--- config.mk ---
export PLATFORM = sky130hd
export DESIGN_NAME = syn_input_scheduler
export DESIGN_NICKNAME = d
export VERILOG_FILES = /design/src/rtl/syn_input_scheduler.sv
export SDC_FILE = /design/constraint.sdc
export NUM_CORES = 1
export LEC_CHECK = 0
export ABC_AREA = 0
export CAP_MARGIN = 20
export CORE_MARGIN = 8
export CORE_UTILIZATION = 45
export DETAILED_ROUTE_END_ITERATION = 16
export HOLD_SLACK_MARGIN = 0.06
export PLACE_DENSITY = 0.77
export SLEW_MARGIN = 20
export SYNTH_ARGS = -nofsm -noshare
export SYNTH_HDL_FRONTEND = slang
export SYNTH_SLANG_ARGS = --single-unit
--- constraint.sdc ---
create_clock -name clk -period 6.2 [get_ports clk]
set_clock_uncertainty 0.2 [all_clocks]
set_input_delay 1.86 -clock clk [delete_from_list [all_inputs] [get_ports clk]]
set_output_delay 1.86 -clock clk [all_outputs]
set_load 0.02 [all_outputs]
--- src/rtl/syn_input_scheduler.sv ---
// Round-robin scheduler that shares the neuron's synaptic-current input among NUM_REQ requesters,
// accumulating granted weights with saturation over a frame and committing the sum on a tick.
module syn_input_scheduler #(
    parameter int NUM_REQ     = 4,
    parameter int W           = 8,
    parameter int TICK_PERIOD = 16
) (
    input  logic                 clk,
    input  logic                 rst_n,
    input  logic                 en,
    input  logic [NUM_REQ-1:0]   req,
    input  logic [NUM_REQ*W-1:0] weight,
    output logic [NUM_REQ-1:0]   gnt,
    output logic [W-1:0]         i_syn,
    output logic                 tick,
    output logic                 ovf,
    input  logic                 clr_ovf
);

    localparam int CW = $clog2(TICK_PERIOD);
    localparam int PW = $clog2(NUM_REQ);

    // state  | meaning
    // IDLE   | scheduler disabled, no grants
    // ACCUM  | one grant slot per cycle, weights summed into acc
    // COMMIT | frame end: acc moves to i_syn and tick fires
    typedef enum logic [1:0] {
        IDLE   = 2'd0,
        ACCUM  = 2'd1,
        COMMIT = 2'd2
    } state_t;

    state_t         state_q, state_d;
    logic [CW-1:0]  cnt_q, cnt_d;
    logic [W-1:0]   acc_q, acc_d;
    logic [PW-1:0]  ptr_q, ptr_d;
    logic [W-1:0]   i_syn_q, i_syn_d;
    logic           tick_q, tick_d;
    logic           ovf_q, ovf_d;

    logic           found;
    logic [PW-1:0]  gidx;
    int             srch_idx;
    logic [W-1:0]   wsel;
    logic [W:0]     sum;

    // Rotating priority search starting at ptr_q.
    always_comb begin
        found    = 1'b0;
        gidx     = '0;
        srch_idx = 0;
        for (int i = 0; i < NUM_REQ; i++) begin
            srch_idx = int'(ptr_q) + i;
            if (srch_idx >= NUM_REQ) srch_idx = srch_idx - NUM_REQ;
            if (!found && req[PW'(srch_idx)]) begin
                found = 1'b1;
                gidx  = PW'(srch_idx);
            end
        end
    end

    assign wsel = weight[int'(gidx)*W +: W];
    assign sum  = {1'b0, acc_q} + {1'b0, wsel};

    always_comb begin
        state_d = state_q;
        cnt_d   = cnt_q;
        acc_d   = acc_q;
        ptr_d   = ptr_q;
        i_syn_d = i_syn_q;
        tick_d  = 1'b0;
        ovf_d   = ovf_q & ~clr_ovf;
        gnt     = '0;
        case (state_q)
            IDLE: begin
                if (en) begin
                    state_d = ACCUM;
                    cnt_d   = '0;
                end
            end
            ACCUM: begin
                // The grant is visible even when en drops; it is simply not applied.
                if (found) gnt[gidx] = 1'b1;
                if (!en) begin
                    state_d = IDLE;
                    acc_d   = '0;
                    cnt_d   = '0;
                end else begin
                    if (found) begin
                        if (sum[W]) begin
                            acc_d = '1;
                            ovf_d = 1'b1;
                        end else begin
                            acc_d = sum[W-1:0];
                        end
                        ptr_d = (gidx == PW'(NUM_REQ-1)) ? '0 : gidx + PW'(1);
                    end
                    cnt_d = cnt_q + CW'(1);
                    if (cnt_q == CW'(TICK_PERIOD-2)) state_d = COMMIT;
                end
            end
            COMMIT: begin
                acc_d = '0;
                cnt_d = '0;
                if (en) begin
                    i_syn_d = acc_q;
                    tick_d  = 1'b1;
                    state_d = ACCUM;
                end else begin
                    state_d = IDLE;
                end
            end
            default: begin
                state_d = IDLE;
                acc_d   = '0;
                cnt_d   = '0;
            end
        endcase
    end

    always_ff @(posedge clk or posedge rst_n) begin
        if (rst_n) begin
            state_q <= IDLE;
            cnt_q   <= '0;
            acc_q   <= '0;
            ptr_q   <= '0;
            i_syn_q <= '0;
            tick_q  <= 1'b0;
            ovf_q   <= 1'b0;
        end else begin
            state_q <= state_d;
            cnt_q   <= cnt_d;
            acc_q   <= acc_d;
            ptr_q   <= ptr_d;
            i_syn_q <= i_syn_d;
            tick_q  <= tick_d;
            ovf_q   <= ovf_d;
        end
    end

    assign i_syn = i_syn_q;
    assign tick  = tick_q;
    assign ovf   = ovf_q;

endmodule

## After elaboration in Yosys (flattened, before gate mapping)

Cells that the tools add are included.

- Add/sub/neg operators: 10
- Multipliers: 0
- Divide/modulo/power cells: 0
- Magnitude comparators: 10
- Equal/unequal tests: 7
- Shift-type cells: 1
- Muxes and demuxes: 47
- Bitwise logic cells: 3
- Reduce and logical (&&, ||, !) cells: 12

Operators by type and width:

| cell | number |
|---|---|
| $shiftx 32x6->8 | 1 |
| $mux 2 | 12 |
| $mux 8 | 3 |
| $mux 1 | 20 |
| $lt 2x4->1 const B | 4 |
| $mux 4 | 4 |
| $pmux 8 s2 | 1 |
| $add 8x8->9 | 1 |
| $ge 3x3->1 const B | 3 |
| $bmux 1 s2 | 4 |
| $pmux 4 s2 | 1 |
| $sub 2x1->2 const B | 4 |
| $add 2x2->3 const B | 2 |
| $ne 3x3->1 const B | 2 |
| $pmux 2 s3 | 1 |
| $reduce_and 2->1 | 3 |
| $add 4x1->4 const B | 1 |
| $eq 2x2->1 const B | 2 |
| $eq 4x4->1 const B | 1 |
| $logic_and 1x1->1 | 4 |
| $add 2x1->3 const B | 1 |
| $ge 2x3->1 const B | 1 |
| $logic_not 1->1 | 3 |
| $lt 2x3->1 const B | 1 |
| 9 further kinds | 10 |

- Bits in registers: 26
- Latch bits: 0
- RAM bits: 0
- ROM bits: 0
- Input bits: 40
- Logic and storage cells: 97
- Memories: 0

## Logic depth before layout (Yosys ltp)

- Word-level depth: 21
- Depth in mapped cells: 16

## Least setup slack after synthesis

Ideal clock, no wire load.

- Path kind: input port to output port
- Start: in req[2]
- End: out gnt[0]
- Arrival: 3083 ps
- Slack: 1057 ps
- Stages on the path: 8
- Cell sequence: nor2b_4 -> o21a_1 -> nor3_2 -> buf_6 -> buf_12 -> inv_1 -> ha_1 -> and3_1

- Word-level cells in the longest chain between the ends: 19

RTL lines:

| what | RTL line | RTL |
|---|---|---|
| start: declaration | 11 | `input logic [NUM_REQ-1:0] req,` |
| $bmux 1 s2 | 55 | `if (!found && req[PW'(srch_idx)]) begin` |
| $mux 1 (implied by the code) (2 in series) | 55 |  |
| $mux 1 | 55 |  |
| $logic_not 1->1 | 55 |  |
| $logic_and 1x1->1 | 55 |  |
| $mux 1 | 55 |  |
| $logic_not 1->1 | 55 |  |
| $logic_and 1x1->1 | 55 |  |
| [2 not listed] | n/a |  |
| $logic_and 1x1->1 | 55 |  |
| $mux 2 | 55 |  |
| $lt 2x3->1 (implied by the code) / $ge 2x1->1 (equally long branches) | 83 | `if (found) gnt[gidx] = 1'b1;` |
| $logic_and 1x1->1 (implied by the code) | 83 |  |
| $mux 1 (implied by the code) | 83 |  |
| $demux 1 s2 | 83 |  |
| $mux 4 * | 83 |  |
| $mux 4 * | 74 | `case (state_q)` |
| end: declaration | 13 | `output logic [NUM_REQ-1:0] gnt,` |

Mark *: on every way between the ends. The rest lies on a longest branch, timed or not. The select of a mux whose other input is x is not followed.

## Worst setup path after layout

- Start: in req[0]
- End: out gnt[0]

Same word-level chain as after synthesis.

==> results by group <==
Setup path
  – FF-to-FF End: acc_q[2]
  – Critical path arrival: 3.94 ns
  – Cell mode on critical path: clkdlybuf4s50_1
  – Worst path max stage delay: 0.60 ns
  – Worst setup EP type: primary output
  – Worst Reg2Reg Path Length in Cells: 14
  – Slowest library cell on the worst path: clkdlybuf4s50_1
  – Worst Path Required: 4.14 ns
  – Crit Path Class: in2out
  – Worst reg2reg setup slack: 2.65 ns
  – R2r startpoint: ptr_q[0]
  – Max FO, Critical Path: 4
  – Worst-path cell chain: clkdlybuf4s50_1 -> or2b_1 -> nor2b_1 -> o32a_2 -> inv_1 -> ha_1 -> and3_1 -> clkdlybuf4s50_1
  – Crit path launch type: primary input

Worst hold path
  – Hold Path Cell Cnt: 2
  – Hold Crit Class: reg2reg
  – Hold_sp: i_syn[7]
  – Hold path endpoint: i_syn[7]

Synthesis
  – Asr flop ratio synth: 1.00
  – Post-Synthesis Net Count: 244
  – Sequential fraction of the synthesis area: 0.352
  – Most used DFF post-synth: dfrtp_1
  – Synth cell types: 42
  – Post-Syn Instances: about 190
  – Synth top area cells: dfrtp_1 (35%), mux2i_1 (13%), ha_1 (9.5%), nand2_1 (4.9%), a221o_1 (4.3%)
  – Post-synth EDFFs: 0
  – Yosys warning count: 0
  – Yosys top cell area share: 0.352
  – #FFs+latches synth: 26
  – Syn_area_per_cell: 9.77 µm²
  – Yosys top cell by area: dfrtp_1
  – Post-Syn Area: 1850 µm²

Power and ir drop
  – Max VDD drop: roughly 0.23 mV
  – Power Total: roughly 800 µW
  – Leakage power: 1.16 nW
  – PwrDens: approximately 320 nW/µm²

Global route
  – Global-route usage over all layers: 0.135
  – Antenna violations before repair: 0
  – Number of global-route vias before repair: 1615
  – Overflow after GRT: 0
  – First-pass GRT wire length: 7.09 mm
  – Pin count of the biggest net entering global routing: 27

Timing
  – RSZ-0062 raised after global routing: false
  – Max-slew violations: 0
  – Fin. Hold Viols: 0
  – Setup-failing EPs final: 0
  – Post-route minimum period: 6.00 ns
  – Slew HR: 0.376
  – Setup_tns: 0 ns
  – FMAX: 167 MHz
  – Actual slew at the worst max-slew pin: 0.930 ns
  – Min Hold Slack: a little under 0.3 ns
  – Final Cycle Share: 0.968

Drt
  – Remaining DRCs: 0
  – Total wire length: approximately 4.2 mm
  – Routed Antenna Nets: 0
  – Initial DRC Count: 41
  – DR vias: 1549
  – Drt pass-1 iters: 4
  – Routed WL per cell: between 10 and 15 µm
  – DR vias/cell: 5.30

Die
  – # IOs: 54
  – Initial Util: 0.465
  – Die ar.: 6410 µm²
  – Die width: 80.1 µm
  – Core area: between 3000 and 4000 µm²
  – Row count: 23
  – Die Y-Extent: around 80 µm

Job
  – Max Cap Violations: 0

Clock tree
  – CTS Buf Count: 3
  – CTS Sinks: 26
  – # hold bufs at CTS: 0
  – Later-pin clock latency in the skew report: around 0.27 ns
  – CTS max path bufs: 2
  – H-tree levels: 1
  – Post_cts resized: 0
  – CTS tree: built
  – Clk slew on worst S/H paths: 0.08 ns
  – Root Buffer: clkbuf_8
  – Post-CTS Setup Bufs: 0

Final layout
  – Final #Nets: ~300
  – Area growth, synth to finish: 33.7%
  – Share of cells above drive strength 1: 0.0702
  – Diode count: 0

Placed design
  – PortBufs: 53
  – DPL Wire Length: 3.39 mm
  – Gpl congestion: approximately 0.8

Run status
  – Status: finished clean
[worst max-delay path, delay by kind of cell]
family          cells  cell delay [ns]
fa+ha+maj           1             0.13
simple gates        3             0.52
compound gates      1             0.22
buf+inv             3             1.21
[layout by cell type (no fill, tap or decap), types with 3 or more instances in the layout]
cell type        synthesis  routed
clkdlybuf4s50_1          0      53
dfrtp_1                 26      26
nand2_1                 24      24
mux2i_1                 24      24
nor2_1                  15      15
ha_1                    14      14
a21oi_1                 11      11
a221o_1                  8       8
inv_1                    8       7
o21ai_0                  6       6
o21a_1                   4       4
and3_1                   4       4
clkbuf_8                 0       4
nor3_1                   3       3
nor2b_1                  3       3
xnor2_1                  3       3
buf_4                    0       3
[stage by stage]
step | cells | instance area, µm² | worst slack [ns] | utilization
after global placement | 288 | 2410 | 0.224 | 0.608
after CTS | 292 | 2470 | 0.186 | 0.622
final | 292 | 2470 | 0.199 | 0.622
after detailed placement | 288 | 2410 | 0.187 | 0.608
after global routing | 292 | 2470 | 0.0768 | 0.622
after floorplan | 189 | 1850 | 1.06 | -
[cells in the mapped netlist, types with 4 or more instances]
master and number:
inv_1 8, buf_2 4, o21ai_0 6, a21oi_1 11, dfrtp_1 26, and3_1 4
a221o_1 8, nor2_1 15, mux2i_1 24, ha_1 14, o21a_1 4, nand2_1 24
[power by group]
| part | switching (mW) | internal, mW |
|---|---|---|
| Sequential | 0.0318 | 0.201 |
| Clock | 0.0506 | 0.0567 |
| Combinational | 0.221 | 0.236 |
| Total | 0.303 | 0.494 |
[cell type report]
type	instances	area [µm²]
tap	50	62.6
sequential	26	651
inverter	9	33.8
timing repair buffer	56	553
multi-input combinational	147	1110
clock buffer	4	55.1
fill	359	1500
[state kept, by name (all words and copies together) (netlist names)]
name / cells
acc_q: 8
cnt_q: 4
i_syn: 8
ovf: 1
ptr_q: 2
state_q: 2
tick: 1
[per-layer routing]
metal  vias to the layer above  share of wire  track usage
met3                         4          0.046       0.0368
li1                        783              -            -
met5                         -              0            0
met2                        29           0.53        0.247
met4                         0         0.0060       0.0218
met1                       733           0.42        0.154
[worst max path at each step]
stage | startpoint | endpoint | cells after the start
after global placement | req[0] | gnt[0] | 8
final | req[0] | gnt[0] | 8
after global routing | req[0] | gnt[0] | 8
after detailed placement | req[0] | gnt[0] | 8
after floorplan | req[2] | gnt[0] | 8
after CTS | req[0] | gnt[0] | 8
[cells by family after synthesis]
kind of cell,Yosys count,share of synthesized area
AO/OA/AOI/OAI,41,0.169
XOR/XNOR,4,0.0190
adder cells (fa/ha/maj),15,0.106
buffers and inverters,16,0.0481
flip-flops,26,0.352
multiplexers,26,0.142
AND/OR/NAND/NOR,61,0.164
Power figures use the tool's default switching activity.
